## config.mk

```make
export PLATFORM = sky130hd
export DESIGN_NAME = communication_sender
export DESIGN_NICKNAME = d
export VERILOG_FILES = /design/src/rtl/comm_pkg.sv /design/src/rtl/comm_bit_timer.sv /design/src/rtl/communication_sender.sv
export SDC_FILE = /design/constraint.sdc
export NUM_CORES = 1
export LEC_CHECK = 0
export ABC_AREA = 1
export CAP_MARGIN = 5
export CORE_UTILIZATION = 53
export DETAILED_ROUTE_END_ITERATION = 8
export DONT_BUFFER_PORTS = 1
export HOLD_SLACK_MARGIN = 0.08
export PLACE_DENSITY_LB_ADDON = 0.05
export SLEW_MARGIN = 20
export SYNTH_ARGS = -nofsm -noshare
export SYNTH_HDL_FRONTEND = slang
export SYNTH_SLANG_ARGS = --single-unit
```

## constraint.sdc

```tcl
create_clock -name clk1 -period 1.1 [get_ports clk1]
set_input_delay 0.11 -clock clk1 [delete_from_list [all_inputs] [get_ports clk1]]
set_output_delay 0.11 -clock clk1 [all_outputs]
set_load 0.05 [all_outputs]
```

## src/rtl/comm_pkg.sv

```systemverilog
// Shared definitions for the communication sender/receiver pair.
package comm_pkg;

  typedef enum logic [2:0] {
    IDLE,
    START,
    DATA,
    STOP,
    WAIT_ACK
  } comm_state_e;

  localparam logic START_BIT = 1'b0;
  localparam logic STOP_BIT  = 1'b1;

  localparam int DEFAULT_CLKS_PER_BIT = 2;
  localparam int DEFAULT_DATA_BITS    = 8;

endpackage

```

## src/rtl/comm_bit_timer.sv

```systemverilog
// Per-bit cycle counter: flags the last cycle of each bit period and
// produces the registered bit-rate strobe (high in the first half of a bit).
module comm_bit_timer
  import comm_pkg::*;
#(
  parameter int CLKS_PER_BIT = DEFAULT_CLKS_PER_BIT
) (
  input  logic clk,
  input  logic rst_n,
  input  logic run,
  input  logic run_next,
  output logic bit_done,
  output logic freq
);

  localparam int CNT_W = (CLKS_PER_BIT > 2) ? $clog2(CLKS_PER_BIT) : 1;
  localparam logic [CNT_W-1:0] LAST_CNT = CNT_W'(CLKS_PER_BIT - 1);
  localparam logic [CNT_W-1:0] HALF_CNT = CNT_W'(CLKS_PER_BIT / 2);

  logic [CNT_W-1:0] cnt_q, cnt_d;
  logic             freq_q, freq_d;

  assign bit_done = run && (cnt_q == LAST_CNT);
  assign freq     = freq_q;

  // Next count restarts at every bit boundary and rests at zero outside a frame;
  // the strobe level is derived from the count the next cycle will see.
  always_comb begin
    cnt_d = '0;
    if (run && !bit_done) begin
      cnt_d = cnt_q + 1'b1;
    end
    freq_d = run_next && (cnt_d < HALF_CNT);
  end

  // Counter and strobe registers, cleared immediately on reset.
  always_ff @(posedge clk or negedge rst_n) begin
    if (!rst_n) begin
      cnt_q  <= '0;
      freq_q <= 1'b0;
    end else begin
      cnt_q  <= cnt_d;
      freq_q <= freq_d;
    end
  end

endmodule

```

## src/rtl/communication_sender.sv

```systemverilog
// Single-wire serial transmitter: start bit, LSB-first payload, stop bit,
// then waits for the receiver acknowledge before accepting the next byte.
module communication_sender
  import comm_pkg::*;
#(
  parameter int CLKS_PER_BIT = DEFAULT_CLKS_PER_BIT,
  parameter int DATA_BITS    = DEFAULT_DATA_BITS
) (
  input  logic                 clk1,
  input  logic                 rst,
  input  logic [DATA_BITS-1:0] send_data,
  input  logic                 send_en,
  input  logic                 finish_send,
  output logic                 sd,
  output logic                 freq,
  output logic                 rec_en
);

  localparam int IDX_W = (DATA_BITS > 1) ? $clog2(DATA_BITS) : 1;
  localparam logic [IDX_W-1:0] LAST_IDX = IDX_W'(DATA_BITS - 1);

  comm_state_e          state_q, state_d;
  logic [DATA_BITS-1:0] shift_q, shift_d;
  logic [IDX_W-1:0]     idx_q, idx_d;
  logic                 sd_q, sd_d;
  logic                 rec_en_q, rec_en_d;
  logic                 in_frame;
  logic                 bit_done;

  assign in_frame = (state_q == START) || (state_q == DATA) || (state_q == STOP);

  comm_bit_timer #(
    .CLKS_PER_BIT(CLKS_PER_BIT)
  ) u_bit_timer (
    .clk      (clk1),
    .rst_n    (rst),
    .run      (in_frame),
    .run_next (rec_en_d),
    .bit_done (bit_done),
    .freq     (freq)
  );

  // Next-state, shift and line-level decode; outputs are computed from the
  // next state so the registered lines line up with the state they describe.
  always_comb begin
    state_d = state_q;
    shift_d = shift_q;
    idx_d   = idx_q;
    unique case (state_q)
      IDLE: begin
        if (send_en) begin
          shift_d = send_data;
          idx_d   = '0;
          state_d = START;
        end
      end
      START: begin
        if (bit_done) state_d = DATA;
      end
      DATA: begin
        if (bit_done) begin
          shift_d = shift_q >> 1;
          if (idx_q == LAST_IDX) begin
            idx_d   = '0;
            state_d = STOP;
          end else begin
            idx_d = idx_q + 1'b1;
          end
        end
      end
      STOP: begin
        if (bit_done) state_d = WAIT_ACK;
      end
      WAIT_ACK: begin
        if (finish_send) state_d = IDLE;
      end
      default: state_d = IDLE;
    endcase

    rec_en_d = (state_d == START) || (state_d == DATA) || (state_d == STOP);
    if (state_d == START) begin
      sd_d = START_BIT;
    end else if (state_d == DATA) begin
      sd_d = shift_d[0];
    end else begin
      sd_d = STOP_BIT;
    end
  end

  // FSM, shift register and registered line outputs; reset aborts any frame.
  always_ff @(posedge clk1 or negedge rst) begin
    if (!rst) begin
      state_q  <= IDLE;
      shift_q  <= '0;
      idx_q    <= '0;
      sd_q     <= 1'b1;
      rec_en_q <= 1'b0;
    end else begin
      state_q  <= state_d;
      shift_q  <= shift_d;
      idx_q    <= idx_d;
      sd_q     <= sd_d;
      rec_en_q <= rec_en_d;
    end
  end

  assign sd     = sd_q;
  assign rec_en = rec_en_q;

endmodule

```

# == Yosys cells after proc, flatten, opt, wreduce, memory -nomap -nowiden ==
# Cells that the tools add are included.
# classes
n_eq_ne,10
mux,17
n_lt_le_gt_ge,1
reduce_logical,11
n_addsub,2
# ops
op,n
3-bit 2-to-1 mux,9
8-bit 2-to-1 mux,2
8-bit one-hot mux with 2 select lines,1
3-bit one-hot mux with 5 select lines,1
"3-bit by 2-bit == test with 1-bit output, second input constant",4
"3-bit by 1-bit == test with 1-bit output, second input constant",2
"3-bit == test, second input constant",2
3-bit one-hot mux with 2 select lines,1
1-bit logical OR,4
"3-bit by 1-bit adder with 3-bit output, second input constant",1
1-bit logical AND,3
3-bit zero test,1
1-bit 2-to-1 mux,3
3-bit AND reduction,1
"2-bit by 1-bit != test with 1-bit output, second input constant",1
"2-bit != test, second input constant",1
2-bit nonzero test,1
"1-bit adder, second input constant",1
1-bit zero test,1
"1-bit less-than comparator, second input constant",1
# word_totals
inputBits,12
elab_cells,49
reg_bits,18
out_inout_bits,3

# == Depth between registers and ports, before layout ==
# depth
ltp_word,10
mapped_depth,8
mapped_depth_nobuf,8

# == Hierarchy ==
# From an unflattened synthesis, not the netlist that was laid out.
# hier_totals
cells_unflattened,93
hier_area_um2,905.9
# by_module_without_submodules
module,n_inst,cells_per_inst,area_per_inst_um2,seq_area_each_um2
communication_sender,1,84,824.5,401.6
comm_bit_timer,1,9,81.3,50.0

# == Least setup slack after synthesis ==
# No wires, ideal clock.
# synth_timing
kind,register to register
from,register idx_q[0]
to,register rec_en_q (netlist: rec_en)
setup_ps,124
path_buffers,0
period_less_slack_ps,1263
setup_slack_ps,-163
path_stages_with_launch,6
arrival_ps,1139
cell_sequence,dfrtp_1 > ha_1 > ha_1 > nand4_1 > nand2_2 > or2_1
# synth_between
elab_chain_len,7
# synth_lines
element,line,rtl
"start, declared",communication_sender.sv:24,"logic [IDX_W-1:0] idx_q, idx_d;"
"start signal, assigned",communication_sender.sv:101,idx_q <= idx_d;
3-bit == test *,communication_sender.sv:63,if (idx_q == LAST_IDX) begin
3-bit 2-to-1 mux *,communication_sender.sv:63,
3-bit 2-to-1 mux *,communication_sender.sv:61,if (bit_done) begin
3-bit one-hot mux with 5 select lines *,communication_sender.sv:49,unique case (state_q)
via state_d[0],communication_sender.sv:22,"comm_state_e state_q, state_d;"
3-bit by 1-bit == test with 1-bit output or 3-bit by 2-bit == test with 1-bit output (tied branches),communication_sender.sv:80,rec_en_d = (state_d == START) || (state_d == DATA) || (state_d == STOP);
1-bit logical OR,communication_sender.sv:80,
1-bit logical OR *,communication_sender.sv:80,
via rec_en_d,communication_sender.sv:26,"logic rec_en_q, rec_en_d;"
"end signal, assigned",communication_sender.sv:103,rec_en_q <= rec_en_d;
"end, declared",communication_sender.sv:26,
# Mark *: on every way through the listed nets, which the timed path passes. The rest lies on a longest branch.
# A chain may end at the register's enable or synchronous reset.

# == Worst setup path after layout ==
# Ends and elaborated chain as after synthesis.

==> run summary <==
Synth Warn # - 0
Power Dens Cells - 2850 nW/µm²
largest family of logic cells by synthesized area - simple AND/OR/NAND/NOR gates
Routed WL - 2020 µm
die height - 42.5 µm
Synthesized Nets - 111
DRC Markers - 0
TritonCTS clock tree - built
Nets - 146
setup tns final - -1.58 ns
HPWL Detailed - 1140 µm
final setup fails - 14
Setup crit end kind - flip-flop
dpl ws - -0.155 ns
#FFs+latches synth - 18
maximum buffer depth of the clock tree - 2
CP Launch Type - flip-flop
CP Max Fanout - 3
critical path arrival - 1.46 ns
clk_lat worst skew - 0.30 ns
Ports - 15
CTS H-tree lvls - 1
Mapped Cells - 97
fin crit period - 1.27 ns
cell leakage power - 0.610 nW
Hold Path Class - in2reg
Clk network pwr share - 0.095
# diodes - 0
status - complete, but fails checks
TritonCTS Sinks - 18
cell-internal power - 2.11 mW
Crit path max-delay family - flip-flops
CP peak stage delay - 0.40 ns
num rows - 14
CP max-delay cell - dfrtp_1
Die ar. - 1810 µm²
gr ovfl total - 0
commonest non-fill, non-tap cell in the layout - buf_4
Cell Area, Synth - 870 µm²
core footprint - 1520 µm²
drt pass-1 iters - 4
Fin Hold WS - 0.0970 ns
Fill cells - 76
Max-cap violations - 0
complex-gate fraction of the synthesized area - 0.0719
final slew viol count - 0
violated checks - setup timing
CP cell instances - ha_2 > ha_4 > nand4_1 > nand2_2 > or2_1
most frequent cells in the layout - buf_4 (17), dfrtp_1 (14), nand3_1 (12)
simple-gate area share of the yosys netlist - 0.309
sw power - 1.58 mW
Die Wd - 42.5 µm
gr usage total - 0.234
Starting DRT DRC Count - 16
Root Buffer - clkbuf_4
multi-input logic area - 447 µm²
RSZ-0062 raised after global routing - true
count of cell types in the netlist - 24
final setup margin - -0.169 ns
critical path type - reg2reg
worst slew pin tran - 0.809 ns
xor and xnor area share after synthesis - 0
Seq/Total Area, Yosys - 0.519
Adder-Cell Fraction of Synth Area - 0.0288
Required @ worst endpoint - 1.29 ns
drt via density - 5.41
Routed wire per std cell - 13.8 µm
initial antenna violation count - 0
share of layout cells above drive strength 1 - 0.443
Clock Skews - 0.00661 ns
port buffer count - 0
Sw Share - 0.429
register area - 455 µm²
period utilisation layout - 1.15
syn_area_per_cell - 8.96 µm²
Flop pwr share - 0.388
Final Hold Fails - 0
Slew HR - 0.459
CP Buf/Inv Count - 0
Area growth syn-to-layout - 48.9%
Antenna Nets Post-Route - 0
mux cell area share after synthesis - 0
vias in the first global route - 669
Starting Density - 0.571
Num CTS Buffers - 3
Vias - 795
Logic pwr share - 0.518
GPL Wtd Cong - 0.779
f_max - 788 MHz
Worst IR Drop VDD - 2.00 mV
first-pass GRT wire length - 3080 µm
Clock transition at path regs - 0.10 ns
largest net degree at the start of global routing - 19
-- per-layer routing --
layer,share of wire,up-vias,global-route usage
met1,0.48,372,0.345
met5,0,-,0
li1,-,386,-
met2,0.45,33,0.326
met3,0.046,4,0.0388
met4,0.018,0,0.131
-- cells in the mapped netlist (all sizes together) --
cell type | instances | area (µm²)
nor2 | 11 | 61.3
nor3 | 1 | 5.00
ha | 2 | 25.0
o221ai | 1 | 8.76
nand4 | 1 | 6.26
dfstp | 1 | 26.3
nand3 | 17 | 90.1
o21ai | 3 | 15.0
o21a | 1 | 7.51
buf | 2 | 16.3
nand2 | 22 | 100
a21oi | 2 | 10.0
inv | 12 | 45.0
o211ai | 2 | 15.0
dfrtp | 17 | 425
or2 | 1 | 6.26
o22ai | 1 | 6.26
-- timing repair --
| action | in CTS | in global routing |
|---|---|---|
| endpoints found under the hold margin | 27 | 0 |
| hold buffers | 10 | 0 |
| buffers inserted | 1 | 5 |
| gates resized for setup | 6 | 18 |
| pin swaps | 5 | 9 |
| setup endpoints to repair | 15 | 18 |
-- cell families (layout without fill, tap and decap cells) --
kind of cell / after synthesis / after routing
AND/OR/NAND/NOR: 53 / 53
flip-flops: 18 / 18
buffers and inverters: 14 / 48
AO/OA/AOI/OAI: 10 / 10
adder cells (fa/ha/maj): 2 / 2
-- state kept, by name (all words and copies together) (netlist names) --
register,count
rec_en,1
idx_q,3
state_q,3
u_bit_timer.cnt_q,1
sd,1
shift_q,8
u_bit_timer.freq,1
-- worst min-delay path, delay by kind of cell --
| kind | cells | cell delay [ns] |
|---|---|---|
| simple gates | 4 | 0.24 |
-- power groups by stage --
stage | Clock [mW] | Sequential, mW | Combinational, mW
after floorplan | 0 | 1.32 | 0.959
after global placement | 0 | 1.38 | 1.44
after detailed placement | 0 | 1.39 | 1.47
after CTS | 0.345 | 1.41 | 1.61
after global routing | 0.376 | 1.46 | 2.10
final | 0.350 | 1.43 | 1.91
-- cell type report --
type | instances | share of cell area
clock buffers | 4 | 0.0203
inverters | 12 | 0.0348
flip-flops and latches | 18 | 0.352
well taps | 16 | 0.0155
multi-input cells | 65 | 0.345
repair buffers | 32 | 0.233
-- through the flow --
stage | total power, mW | utilization | area (µm²) | instances
after floorplan | 2.28 | - | 901 | 97
after global placement | 2.82 | 0.681 | 1040 | 127
after detailed placement | 2.86 | 0.681 | 1040 | 127
after CTS | 3.37 | 0.784 | 1190 | 142
after global routing | 3.94 | 0.850 | 1290 | 147
final | 3.69 | 0.850 | 1290 | 147
-- final timing paths --
path / start / to / slack (ns) / cells after the start
worst max-delay path: idx_q[0]$_DFFE_PN0P_ / rec_en$_DFF_PN0_ / -0.17 / 5
worst min-delay path: send_en / shift_q[0]$_DFF_PN0_ / 0.1 / 4
worst max register to register: idx_q[0]$_DFFE_PN0P_ / rec_en$_DFF_PN0_ / -0.17 / 5
worst min register to register: shift_q[4]$_DFFE_PN0P_ / shift_q[3]$_DFFE_PN0P_ / 0.52 / 2
max in group asynchronous: rst / state_q[1]$_DFF_PN0_ / 0.21 / 1
min in group asynchronous: rst / shift_q[2]$_DFFE_PN0P_ / 0.33 / 1
Power figures use the tool's default switching activity.
